**src/rtl/shift_unit_arbiter.sv**
```systemverilog
// rtl/shift_unit_arbiter.sv - round-robin shared barrel shifter with a one-deep registered result
// Optional SHIFT_ARB_PERF_EN adds the conflict_cnt stall counter output.
module shift_unit_arbiter #(
    parameter int W = 32
) (
    input  logic         clk,
    input  logic         reset,
    input  logic [1:0]   req_valid,
    output logic [1:0]   req_ready,
    input  logic [W-1:0] req_data0,
    input  logic [4:0]   req_shamt0,
    input  logic [1:0]   req_ctrl0,
    input  logic [W-1:0] req_data1,
    input  logic [4:0]   req_shamt1,
    input  logic [1:0]   req_ctrl1,
    output logic [1:0]   rsp_valid,
    input  logic [1:0]   rsp_ready,
    output logic [W-1:0] rsp_data,
`ifdef SHIFT_ARB_PERF_EN
    output logic [15:0]  conflict_cnt,
`endif
    output logic         busy
);

    typedef enum logic {EMPTY = 1'b0, FULL = 1'b1} state_t;

    state_t         state_q, state_d;
    logic           owner_q, owner_d;
    logic           last_grant_q, last_grant_d;
    logic [W-1:0]   data_q, data_d;
    logic           can_accept;
    logic           drain;
    logic [1:0]     grant;
    logic [W-1:0]   sel_data;
    logic [4:0]     sel_shamt;
    logic [1:0]     sel_ctrl;

    function automatic logic [W-1:0] shift_op(input logic [W-1:0] d,
                                              input logic [4:0]   s,
                                              input logic [1:0]   c);
        logic [2*W-1:0] dd;
        // Rotate: shifting the doubled word right leaves the rotated value in the low half.
        dd = {d, d} >> s;
        case (c)
            2'b00:   return d << s;
            2'b01:   return d >> s;
            2'b10:   return $signed(d) >>> s;
            default: return dd[W-1:0];
        endcase
    endfunction

    assign rsp_valid = (state_q == FULL) ? (owner_q ? 2'b10 : 2'b01) : 2'b00;
    assign rsp_data  = data_q;
    assign busy      = (state_q == FULL);
    assign drain     = (state_q == FULL) && rsp_ready[owner_q];
    assign can_accept = !reset && ((state_q == EMPTY) || drain);

    always_comb begin
        grant = 2'b00;
        if (can_accept) begin
            case (req_valid)
                2'b01:   grant = 2'b01;
                2'b10:   grant = 2'b10;
                2'b11:   grant = last_grant_q ? 2'b01 : 2'b10;
                default: grant = 2'b00;
            endcase
        end
    end

    assign req_ready = grant;
    assign sel_data  = grant[1] ? req_data1  : req_data0;
    assign sel_shamt = grant[1] ? req_shamt1 : req_shamt0;
    assign sel_ctrl  = grant[1] ? req_ctrl1  : req_ctrl0;

    always_comb begin
        state_d      = state_q;
        owner_d      = owner_q;
        last_grant_d = last_grant_q;
        data_d       = data_q;
        if (grant != 2'b00) begin
            state_d      = FULL;
            owner_d      = grant[1];
            last_grant_d = grant[1];
            data_d       = shift_op(sel_data, sel_shamt, sel_ctrl);
        end else if (drain) begin
            state_d = EMPTY;
        end
    end

    always_ff @(posedge clk or posedge reset) begin
        if (reset) begin
            state_q      <= EMPTY;
            owner_q      <= 1'b0;
            last_grant_q <= 1'b1;
            data_q       <= '0;
        end else begin
            state_q      <= state_d;
            owner_q      <= owner_d;
            last_grant_q <= last_grant_d;
            data_q       <= data_d;
        end
    end

`ifdef SHIFT_ARB_PERF_EN
    logic [1:0]  stall;
    logic [16:0] conflict_sum;
    logic [15:0] conflict_q, conflict_d;

    assign stall        = req_valid & ~req_ready;
    assign conflict_sum = {1'b0, conflict_q} + {16'd0, stall[0]} + {16'd0, stall[1]};
    assign conflict_d   = conflict_sum[16] ? 16'hFFFF : conflict_sum[15:0];
    assign conflict_cnt = conflict_q;

    always_ff @(posedge clk or posedge reset) begin
        if (reset) begin
            conflict_q <= '0;
        end else begin
            conflict_q <= conflict_d;
        end
    end
`endif

endmodule

```
**config.mk**
```make
export PLATFORM = sky130hd
export DESIGN_NAME = shift_unit_arbiter
export DESIGN_NICKNAME = d
export VERILOG_FILES = /design/src/rtl/shift_unit_arbiter.sv
export SDC_FILE = /design/constraint.sdc
export NUM_CORES = 1
export LEC_CHECK = 0
export CORE_MARGIN = 2
export CORE_UTILIZATION = 58
export DETAILED_ROUTE_END_ITERATION = 8
export GPL_TIMING_DRIVEN = 0
export PLACE_DENSITY = 0.84
export SLEW_MARGIN = 20
export SYNTH_ARGS = -nofsm -noshare
export SYNTH_HDL_FRONTEND = slang
export SYNTH_SLANG_ARGS = --single-unit
```
**constraint.sdc**
```tcl
create_clock -name clk -period 10.61 [get_ports clk]
set_input_delay 2.6525 -clock clk [delete_from_list [all_inputs] [get_ports clk]]
set_output_delay 2.6525 -clock clk [all_outputs]
set_load 0.005 [all_outputs]
```
# ---- Word level (Yosys, flattened, before mapping)
# Cells that the tools add are included.
dict set report word_totals {
  reg_bits 35
  in_bits 84
  out_inout_bits 37
  word_cells 35
}
dict set report classes {
  order_cmp 1
  n_eq_ne 5
  shift 4
  muxes 13
  n_bitwise 1
  n_reduce_logical 7
}
# operator n
set ops {}
lappend ops {{$pmux 32 s3} 1}
lappend ops {{$shr 64x5->32} 1}
lappend ops {{$mux 32} 1}
lappend ops {{$shl 32x5->32} 1}
lappend ops {{$shr 32x5->32} 1}
lappend ops {{$sshr 32x5->32} 1}
lappend ops {{$mux 2} 5}
lappend ops {{$eq 2x2->1 const B} 3}
lappend ops {{$pmux 2 s3} 1}
lappend ops {{$mux 5} 1}
lappend ops {{$eq 2x1->1 const B} 2}
lappend ops {{$mux 1} 4}
lappend ops {{$reduce_bool 2->1} 2}
lappend ops {{$logic_and 1x1->1} 2}
lappend ops {{$logic_not 2->1} 1}
lappend ops {{$lt 1x2->1 const B} 1}
lappend ops {{$logic_not 1->1} 1}
lappend ops {{$logic_or 1x1->1} 1}
lappend ops {{$not 1->1} 1}

# ---- Logic depth before layout (Yosys ltp)
# Gate-level depths: netlist of run 1.
dict set report depth {
  word_depth 9
  depth_mapped 12
  depth_no_buf 9
}

# ---- Worst setup path before layout of run 1
# No wires, ideal clock.
dict set report synth_timing {
  path_type {input to output}
  startpoint {input reset}
  endpoint {output req_ready[1]}
  arrival_time_ns 4.439
  required_time_ns 7.957
  setup_slack_ns 3.518
  stages 6
  n_path_buf 3
  cell_sequence {inv_1 > o211ai_4 > inv_4 > buf_6 > buf_2 > buf_1}
}
dict set report synth_between {
  elab_chain_cells 3
}
# item line_no
set synth_lines {}
lappend synth_lines {{start, declared} 7} ;# input logic reset,
lappend synth_lines {{$logic_not 1->1 (no line)} --}
lappend synth_lines {{$logic_and 1x1->1} 56} ;# assign can_accept = !reset && ((state_q == EMPTY) || drain);
lappend synth_lines {{$mux 2} 60} ;# if (can_accept) begin
lappend synth_lines {{end, declared} 9} ;# output logic [1:0] req_ready,
# No other way between the ends.

# ---- Worst setup path in the final report of run 1
# Ends and elaborated chain as after synthesis.

==> impl_metrics.ini, run 1 <==
[status]
outcome = complete, no violations

[die]
pin_count = 121
initial_core_util_pct = 58.9
die_area_sq_um = 16300
die_width_um = 128
core_sq_um = 15100
rows = 45
die_h_um = 128

[routing]
dr.pass1.iters = 8
routedWlPerCell_um = 32.4
top_layer_used = met5
ant_nets = 0
vias = 10600
wl_met1_mm = 15.7
vias_per_cell = 7.97
wl_met3_mm = 7.56
wl_met2_mm = 16.7
drt_wl_total_mm = 43.2
drc_errors = 0
drtIter0Drc = 2183

[yosys]
ys_seq_area_share_pct = 9.86
synth_area_leader_cell = mux2i_1
yosys_warnings = 0
async_flop_share_pct = 100
synth_edf_count = 0
synth_seq_cells = 35
synth_top_cells_by_area = mux2i_1 21%, mux4_2 15%, mux2_2 12%
netlist_area_sq_um = 8890
synthFlopType = dfrtp_1
syn_avg_cell_area_sq_um = 8.66
syn_inst = 1027
syn_nets = 1111
synth.distinct_cells = 71
synth_top_area_share_pct = 20.9

[finish]
areaGrowthSynthToFinish_pct = 16.9
num-nets-final = 1230
drive_gt1_share_pct = 21.6
layout_commonest_cell = mux2i_1
fillers = 1275
multiInputGateArea_sq_um = 7330
layout.area.seq_sq_um = 877
final_cell_mix = 186 x mux2i_1, 112 x clkdlybuf4s50_1, 99 x nor2_1
diodes = 0

[worst_setup_path]
critPathLaunchType = input pin
critPathCaptureType = primary output
crit_fanout = 36
cp.required_ns = 7.96
crit_arrival_ns = 5.92
crit_type = input pin to primary output

[power_and_ir_drop]
power_leakage_nw = 4.22
ir_worst_vdd_mv = 0.0872
power_density_nw_per_um2 = 128
power_mw = 1.33

[sta]
slew-limit-headroom_pct = 19.9
setup_viol = 0
tns_ns = 0
min_period_over_period_pct = 80.8
skew_ns = 0.00712
rsz0062_at_grt = false
layout_setup_ws_ns = 2.04
slew_violations = 0
worstMarginPinSlew_ns = 1.17
period_needed_ns = 8.57
max_clock_freq_mhz = 117
hold_viol_final = 0

[global_route]
grt.overflow.total = 0
grt_max_degree = 37
grt_pass1_vias = 9690
antenna_found_initial = 1
grt_usage_pct = 51.8
grt_pass1_wl_mm = 62.3

[placed_design]
gp_congestion = 1.20
port_buffers = 112
dp_hpwl_mm = 33.5
preCtsSetupSlack_ns = 2.14

[clock_tree]
numClockSinks = 35
htree_levels = 2
clock_insertion_delay_worst_skew_ns = 0.29
cts_hold_buf = 0
clk_pin_slew_ns = 0.06
clockBufferDepth = 2
postCtsSetupBuffers = 0
cts_resized = 0
cts_tree = built
cts-root-buf = clkbuf_16
cts-buffers-inserted = 5

[worst_hold_path]
min_path_type = flop to flop

[flow_run]
cap_violations = 0
[power by group]
group	switching [mW]	internal, mW
Sequential	0.0331	0.191
Combinational	0.550	0.401
Clock	0.0633	0.0919
Total	0.646	0.684
[layer usage]
metal / up-vias / GRT usage (%)
li1: 4210 / -
met1: 4958 / 69.0
met2: 1169 / 71.4
met3: 287 / 22.6
met4: 6 / 24.9
met5: - / 3.10
[cells in the mapped netlist, types with 3 or more instances]
library cell,number
nand2b_1,11
o21a_1,5
buf_1,3
and3_1,6
o32ai_1,5
and2_1,7
buf_6,17
mux2_4,4
nor3_1,22
o211ai_1,11
o31ai_1,7
o22ai_1,15
mux4_2,59
nand3b_1,3
mux2i_1,186
o21ai_1,7
nor2b_1,12
o2bb2ai_1,4
o21ai_0,51
o221ai_1,7
inv_1,8
a2bb2oi_1,4
buf_4,19
a21oi_1,65
o22a_1,3
or3_1,5
buf_2,33
clkbuf_1,24
o211a_1,6
a221oi_1,5
mux2_2,92
a211oi_1,24
nand2_1,83
a31oi_1,22
o31a_1,3
nand3_1,14
dfrtp_1,34
nor2_1,99
a211o_1,3
[metrics by stage]
step           hold WS [ns]  cell area [sq um]  util (%)  std cells
3_3_place_gp          0.465              10300      67.9       1327
4_1_cts               0.483              10400      68.9       1334
6_report              0.474              10400      68.9       1334
2_1_floorplan         0.473               8890         -       1027
5_1_grt               0.520              10400      68.9       1334
3_5_place_dp          0.470              10300      67.9       1327
[worst max-delay path, cell delays in order]
cell	delay, ns
clkdlybuf4s50_1	0.44
inv_2	0.59
o211ai_4	0.24
inv_4	0.26
buf_6	0.23
buf_2	0.39
buf_1	0.49
clkdlybuf4s50_1	0.61
[final timing paths]
| check | startpoint | end | slack (ns) | cells past startpoint |
|---|---|---|---|---|
| worst max-delay path | reset | req_ready[1] | 2.04 | 8 |
| worst min-delay path | rsp_data[0] | rsp_data[0] | 0.47 | 2 |
| worst max register to register | owner_q | rsp_data[25] | 7.00 | 9 |
| worst min register to register | rsp_data[0] | rsp_data[0] | 0.47 | 2 |
| max in group asynchronous | reset | rsp_data[10] | 7.22 | 2 |
| min in group asynchronous | reset | rsp_data[16] | 2.87 | 2 |
[layout make-up]
class	instances	share of cell area [%]
Sequential cell	35	8.44
Buffer	99	6.25
Clock buffer	6	1.34
Inverter	9	0.349
Timing Repair Buffer	112	10.8
Multi-Input combinational cell	884	70.5
Clock inverter	1	0.0481
Tap cell	188	2.26
[sequential cells by signal, summed over array words and instances (netlist names)]
register	flops
owner_q	1
rsp_data	32
last_grant_q	1
busy	1
[logic make-up after synthesis]
| group | Yosys count | share of synthesized area (%) |
|---|---|---|
| flip-flops | 35 | 9.86 |
| AO/OA/AOI/OAI | 270 | 20.1 |
| buffers and inverters | 108 | 7.71 |
| multiplexers | 345 | 48.9 |
| AND/OR/NAND/NOR | 269 | 13.4 |
(Power assumes the default switching activity.)
==> inputs of run 2 (changes only) <==
clock period = 7.91 ns   (was 10.61 ns; I/O delays follow)
==> results of run 2 <==
The final DEF is identical to that of run 1. Status: complete, no violations.
Main changes from that run: setup slack after placement 2.14 ns -> 0.789 ns; setup slack after layout 2.04 ns -> 0.687 ns; register-to-register setup slack 7.00 ns -> 4.30 ns; total power 1.33 mW -> 1.78 mW; worst IR drop on VDD 0.0872 mV -> 0.117 mV
